### src/rtl/dmem_lsu.sv
// Data-memory load/store responder: decodes byte/half/word requests into RAM word accesses, splitting misaligned ones.
// Latency 1 cycle aligned, 2 split; req_ready drops only during the split second access, response has no backpressure.
module dmem_lsu #(
   parameter int DWIDTH = 32,
   parameter int AWIDTH = 14
) (
   input  logic              clk,
   input  logic              rst_n,
   input  logic              req_valid,
   output logic              req_ready,
   input  logic              req_we,
   input  logic [1:0]        req_size,
   input  logic              req_unsigned,
   input  logic [31:0]       req_addr,
   input  logic [DWIDTH-1:0] req_wdata,
   output logic              resp_valid,
   output logic [DWIDTH-1:0] resp_rdata,
   output logic              ram_en,
   output logic [AWIDTH-1:0] ram_addr,
   output logic [3:0]        ram_wbe,
   output logic [DWIDTH-1:0] ram_d,
   input  logic [DWIDTH-1:0] ram_q
);

   typedef enum logic {S_IDLE, S_SPLIT} state_t;

   state_t              r_state;
   state_t              w_state_nxt;
   logic                r_resp_vld;
   logic                r_we;
   logic [1:0]          r_size;
   logic                r_uns;
   logic [1:0]          r_off;
   logic                r_split;
   logic [DWIDTH-1:0]   r_wdata;
   logic [AWIDTH-1:0]   r_wa1;
   logic [DWIDTH-1:0]   r_lo;

   logic [1:0]          w_off;
   logic [AWIDTH-1:0]   w_wa;
   logic [3:0]          w_base;
   logic [7:0]          w_mask8;
   logic [3:0]          w_rbase;
   logic [7:0]          w_rmask8;
   logic                w_split;
   logic                w_accept;
   logic [63:0]         w_pair;
   logic [DWIDTH-1:0]   w_raw;
   logic [DWIDTH-1:0]   w_ext;
   logic                w_unused;

   assign w_off    = req_addr[1:0];
   assign w_wa     = req_addr[AWIDTH+1:2];
   assign w_unused = &{1'b0, req_addr[31:AWIDTH+2]};

   always_comb begin
      w_base = 4'b1111;
      if (req_size == 2'b00)      w_base = 4'b0001;
      else if (req_size == 2'b01) w_base = 4'b0011;
      w_rbase = 4'b1111;
      if (r_size == 2'b00)        w_rbase = 4'b0001;
      else if (r_size == 2'b01)   w_rbase = 4'b0011;
   end

   assign w_mask8  = {4'b0000, w_base} << w_off;
   assign w_rmask8 = {4'b0000, w_rbase} << r_off;
   assign w_split  = |w_mask8[7:4];

   assign req_ready = (r_state == S_IDLE);
   // Reset gates acceptance so nothing reaches the RAM during a reset cycle.
   assign w_accept  = req_valid && rst_n && (r_state == S_IDLE);

   always_comb begin
      w_state_nxt = r_state;
      ram_en      = 1'b0;
      ram_addr    = '0;
      ram_wbe     = 4'b0000;
      ram_d       = '0;
      case (r_state)
         S_IDLE: begin
            if (w_accept) begin
               ram_en   = 1'b1;
               ram_addr = w_wa;
               if (req_we) begin
                  ram_wbe = w_mask8[3:0];
                  ram_d   = req_wdata << {w_off, 3'b000};
               end
               if (w_split) w_state_nxt = S_SPLIT;
            end
         end
         S_SPLIT: begin
            w_state_nxt = S_IDLE;
            if (rst_n) begin
               ram_en   = 1'b1;
               ram_addr = r_wa1;
               if (r_we) begin
                  ram_wbe = w_rmask8[7:4];
                  ram_d   = r_wdata >> (6'd32 - {1'b0, r_off, 3'b000});
               end
            end
         end
         default: w_state_nxt = S_IDLE;
      endcase
   end

   always_ff @(posedge clk) begin
      if (!rst_n) begin
         r_state    <= S_IDLE;
         r_resp_vld <= 1'b0;
         r_we       <= 1'b0;
         r_size     <= 2'b00;
         r_uns      <= 1'b0;
         r_off      <= 2'b00;
         r_split    <= 1'b0;
         r_wdata    <= '0;
         r_wa1      <= '0;
         r_lo       <= '0;
      end else begin
         r_state    <= w_state_nxt;
         r_resp_vld <= (w_accept && !w_split) || (r_state == S_SPLIT);
         if (w_accept) begin
            r_we    <= req_we;
            r_size  <= req_size;
            r_uns   <= req_unsigned;
            r_off   <= w_off;
            r_split <= w_split;
            r_wdata <= req_wdata;
            r_wa1   <= w_wa + 1'b1;
         end
         // The first word of a split load arrives while the second is being read.
         if (r_state == S_SPLIT && !r_we) r_lo <= ram_q;
      end
   end

   assign w_pair = {ram_q, r_lo} >> {r_off, 3'b000};
   assign w_raw  = r_split ? w_pair[31:0] : (ram_q >> {r_off, 3'b000});

   always_comb begin
      w_ext = w_raw;
      if (r_size == 2'b00)      w_ext = {{24{w_raw[7]  & ~r_uns}}, w_raw[7:0]};
      else if (r_size == 2'b01) w_ext = {{16{w_raw[15] & ~r_uns}}, w_raw[15:0]};
   end

   assign resp_valid = r_resp_vld;
   assign resp_rdata = (r_resp_vld && !r_we) ? w_ext : '0;

endmodule

### config.mk
export PLATFORM = sky130hd
export DESIGN_NAME = dmem_lsu
export DESIGN_NICKNAME = d
export VERILOG_FILES = /design/src/rtl/dmem_lsu.sv
export SDC_FILE = /design/constraint.sdc
export NUM_CORES = 1
export LEC_CHECK = 0
export BUFFER_PORTS_ARGS = -buffer_cell sky130_fd_sc_hd__buf_4
export CAP_MARGIN = 0
export CORE_ASPECT_RATIO = 0.9
export CORE_MARGIN = 8
export CORE_UTILIZATION = 30
export DETAILED_ROUTE_END_ITERATION = 7
export PLACE_DENSITY_LB_ADDON = 0.25
export SETUP_SLACK_MARGIN = 0.05
export SYNTH_ARGS = -nofsm -noshare
export SYNTH_HDL_FRONTEND = slang
export SYNTH_SLANG_ARGS = --single-unit
export TNS_END_PERCENT = 5
### constraint.sdc
create_clock -name clk -period 5.2 [get_ports clk]
set_clock_uncertainty 0.05 [all_clocks]
set_input_delay 0.52 -clock clk [delete_from_list [all_inputs] [get_ports clk]]
set_output_delay 0.52 -clock clk [all_outputs]
set_load 0.1 [all_outputs]
==> impl_metrics.py <==
metrics = {
    "drt": {
        "routed_wl_um": 22370,
        "vias": 6369,
        "wl_per_cell_um": 18.97,
        "vias_per_cell": 5.402,
        "drt_iter0_drc": 536,
        "drc_errors": 0,
        "ant_nets": 0,
        "firstDrtPassIters": 5,
    },
    "pwr": {
        "ir_drop_v": 0.0001586,
        "clkPwrFrac_pct": 30.9,
        "power_density_nw_per_um2": 275.7,
        "p_int_mw": 1.325,
        "p_sw_share_pct": 38.64,
        "power_frac_comb_pct": 34.4,
        "p_sw_mw": 0.8346,
        "p_leak_nw": 3.052,
        "pwr-share-seq_pct": 34.7,
    },
    "die": {
        "ios": 188,
        "rows": 50,
        "core_area_sq_um": 20640,
        "start_util_pct": 30.29,
        "dieWidth_um": 168.2,
        "die_area_sq_um": 25730,
        "die_h_um": 153.0,
    },
    "hold_path": {
        "min-delay-start": "req_addr[15]",
        "hp-class": "in2reg",
        "holdPathStages": 2,
        "min_to": "r_wa1[13]",
    },
    "clock_tree": {
        "postCtsResizedCells": 0,
        "cts_tree": "built",
        "clockRootBuffer": "clkbuf_16",
        "clock_tree.buffer_depth": 2,
        "worst_skew_pair.late_latency_ps": 340,
        "cts_inserted_buffers": 9,
        "clock_sinks": 87,
        "path_clk_slew_ps": 70,
        "postCtsSetupRepairBufs": 0,
        "hold_buffers": 0,
        "ctsHtreeMaxLevel": 3,
    },
    "yosys": {
        "synth_area_leaders": "dfxtp_1 28%, nand2_1 11%, mux2i_1 10%",
        "synth_common_cells": "185 x nand2_1, 87 x dfxtp_1, 86 x a21oi_1",
        "syn_inst": 800,
        "synth_top_area_share_pct": 27.85,
        "avgSynthCellArea_sq_um": 7.817,
        "async_flop_share_pct": 0,
        "yosysMostFrequentCell": "nand2_1",
        "synth_xor_area_share_pct": 1.401,
        "synthAdderAreaFrac_pct": 0.4002,
        "yosysWarnings": 0,
        "synth_edf_count": 0,
        "synthSimpleGateAreaFrac_pct": 17.65,
        "synth_top_family_by_area": "compound AO/OA/AOI/OAI gates",
        "yosysTopAreaCell": "dfxtp_1",
        "yosysUniqueCellTypes": 51,
        "ys.flop_type": "dfxtp_1",
        "synth-compound-area-share_pct": 27.41,
        "synth_nets": 905,
        "ys_ff_latch": 87,
        "yosysSeqAreaShare_pct": 27.85,
        "muxShareOfSynthArea_pct": 18.19,
        "synth_area_sq_um": 6253,
    },
    "timing": {
        "timing.hold.ws_ps": 311.3,
        "min_period_ps": 3904,
        "max_slew_margin_pct": 32.00,
        "rsz0062_at_grt": "no",
        "finalSetupViolCount": 0,
        "fin_tns_setup_ps": 0,
        "post-route-period-util_pct": 75.07,
        "fmax_mhz": 256.2,
        "drv_slew": 0,
        "hold_violations": 0,
        "worst_pin_slew_ps": 1020,
    },
    "global_routing": {
        "grt_use_met2_pct": 23.72,
        "antenna_found_initial": 0,
        "grt-ovfl-total": 0,
        "track_usage_pct": 16.90,
        "met3_usage_pct": 5.561,
        "top_usage_layer": "met1",
        "grtUsageMet1_pct": 24.35,
        "grt_max_degree": 114,
        "grt_pass1_wl_um": 35380,
        "grt_pass1_vias": 6168,
    },
    "finish": {
        "num_antenna_cells": 0,
        "utilization_pct": 37.95,
        "finalInstanceArea_sq_um": 7834,
        "nets": 1019,
        "syn2layout_area_growth_pct": 25.27,
        "drive_above_1_share_pct": 26.01,
    },
    "critical_path": {
        "startpoint_type": "input pin",
        "path_common_cell": "buf_4",
        "rrSetupSlack_ps": 2650,
        "worstSetupEndpointType": "output port",
        "critical_path_arrival_ps": 3330,
        "crit_fanout": 113,
        "cp_slowest_stage_delay_ps": 770,
        "crit_required_ps": 4630,
        "critPathSlowestCell": "buf_4",
        "r2r-start": "r_state",
        "path_class": "in2out",
        "reg2regPathDepth": 5,
        "r2r_end": "r_wa1[13]",
        "crit_chain": "buf_4 -> and3b_4 -> buf_4 -> nand2_1 -> o22ai_1 -> buf_4",
    },
    "run_status": {
        "status": "complete, no violations",
    },
    "placement": {
        "dp_hpwl_um": 15800,
        "gp_congestion": 0.8127,
        "io_buffers": 171,
        "placed_cell_area_sq_um": 7533,
    },
    "job": {
        "drv_cap": 0,
    },
}
-- metal layers --
layer	wire (um)	vias up
met3	1912	14
met2	9099	236
met1	11160	2974
li1	-	3145
met5	0	-
met4	201	0
-- power groups by stage --
stage	registers, mW	clock network, mW	logic, mW
final	0.750	0.667	0.743
after global routing	0.756	0.714	0.790
after CTS	0.749	0.692	0.742
after floorplan	0.745	0	0.562
after detailed placement	0.763	0	0.741
after global placement	0.763	0	0.737
-- metrics by stage --
step	setup WS (ps)	cells	power [mW]
finish	1296	1179	2.160
global route	1112	1179	2.259
CTS	1331	1179	2.182
detailed placement	1329	1163	1.504
global placement	1338	1163	1.500
floorplan	623.5	800	1.307
-- flip-flops by register name, indices dropped and copies added, names as in the netlist --
name / cells
r_wdata: 32
r_state: 1
r_we: 1
r_lo: 32
r_wa1: 14
r_uns: 1
r_split: 1
r_size: 2
r_off: 2
resp_valid: 1
-- cell type report --
| class | count | area (sq um) |
|---|---|---|
| tap | 260 | 325.3 |
| clock inverter | 5 | 57.56 |
| timing repair buffer | 180 | 1351 |
| multi-input combinational | 626 | 4074 |
| sequential | 87 | 1745 |
| inverter | 10 | 37.54 |
| clock buffer | 11 | 242.7 |
| fill | 2202 | 12810 |
-- critical path, delay by kind of cell --
family | cells | cell delay, ps
buffers and inverters | 3 | 1540
and+or+nand+nor | 2 | 830
AOI/OAI and AO/OA | 1 | 380
-- worst max-delay path by stage --
stage / cells after the start / endpoint / startpoint / slack, ps
2_1_floorplan: 6 / resp_rdata[18] / resp_valid / 620
3_3_place_gp: 6 / ram_d[21] / rst_n / 1340
3_5_place_dp: 6 / ram_d[16] / rst_n / 1330
4_1_cts: 6 / ram_d[16] / rst_n / 1330
5_1_grt: 6 / ram_d[16] / rst_n / 1110
6_report: 6 / ram_d[16] / rst_n / 1300
-- logic make-up after synthesis --
logic type | after synthesis
AND/OR/NAND/NOR | 265
multiplexers | 92
flip-flops | 87
adder cells (fa/ha/maj) | 2
AO/OA/AOI/OAI | 257
buffers and inverters | 87
XOR/XNOR | 10
-- cell usage in the layout (no fill, tap or decap), types with 11 or more instances in the layout --
cell / Yosys / layout
nand2_1: 185 / 185
buf_4: 6 / 180
a21oi_1: 86 / 86
dfxtp_1: 87 / 86
mux2i_1: 63 / 63
o21ai_0: 48 / 48
nor2_1: 38 / 37
a211oi_1: 29 / 29
o22ai_1: 18 / 18
a32o_1: 16 / 16
mux2_2: 15 / 15
o221a_2: 13 / 13
a22o_1: 13 / 13
nand3_1: 11 / 11
No activity file was read; power rests on OpenSTA's default activity.
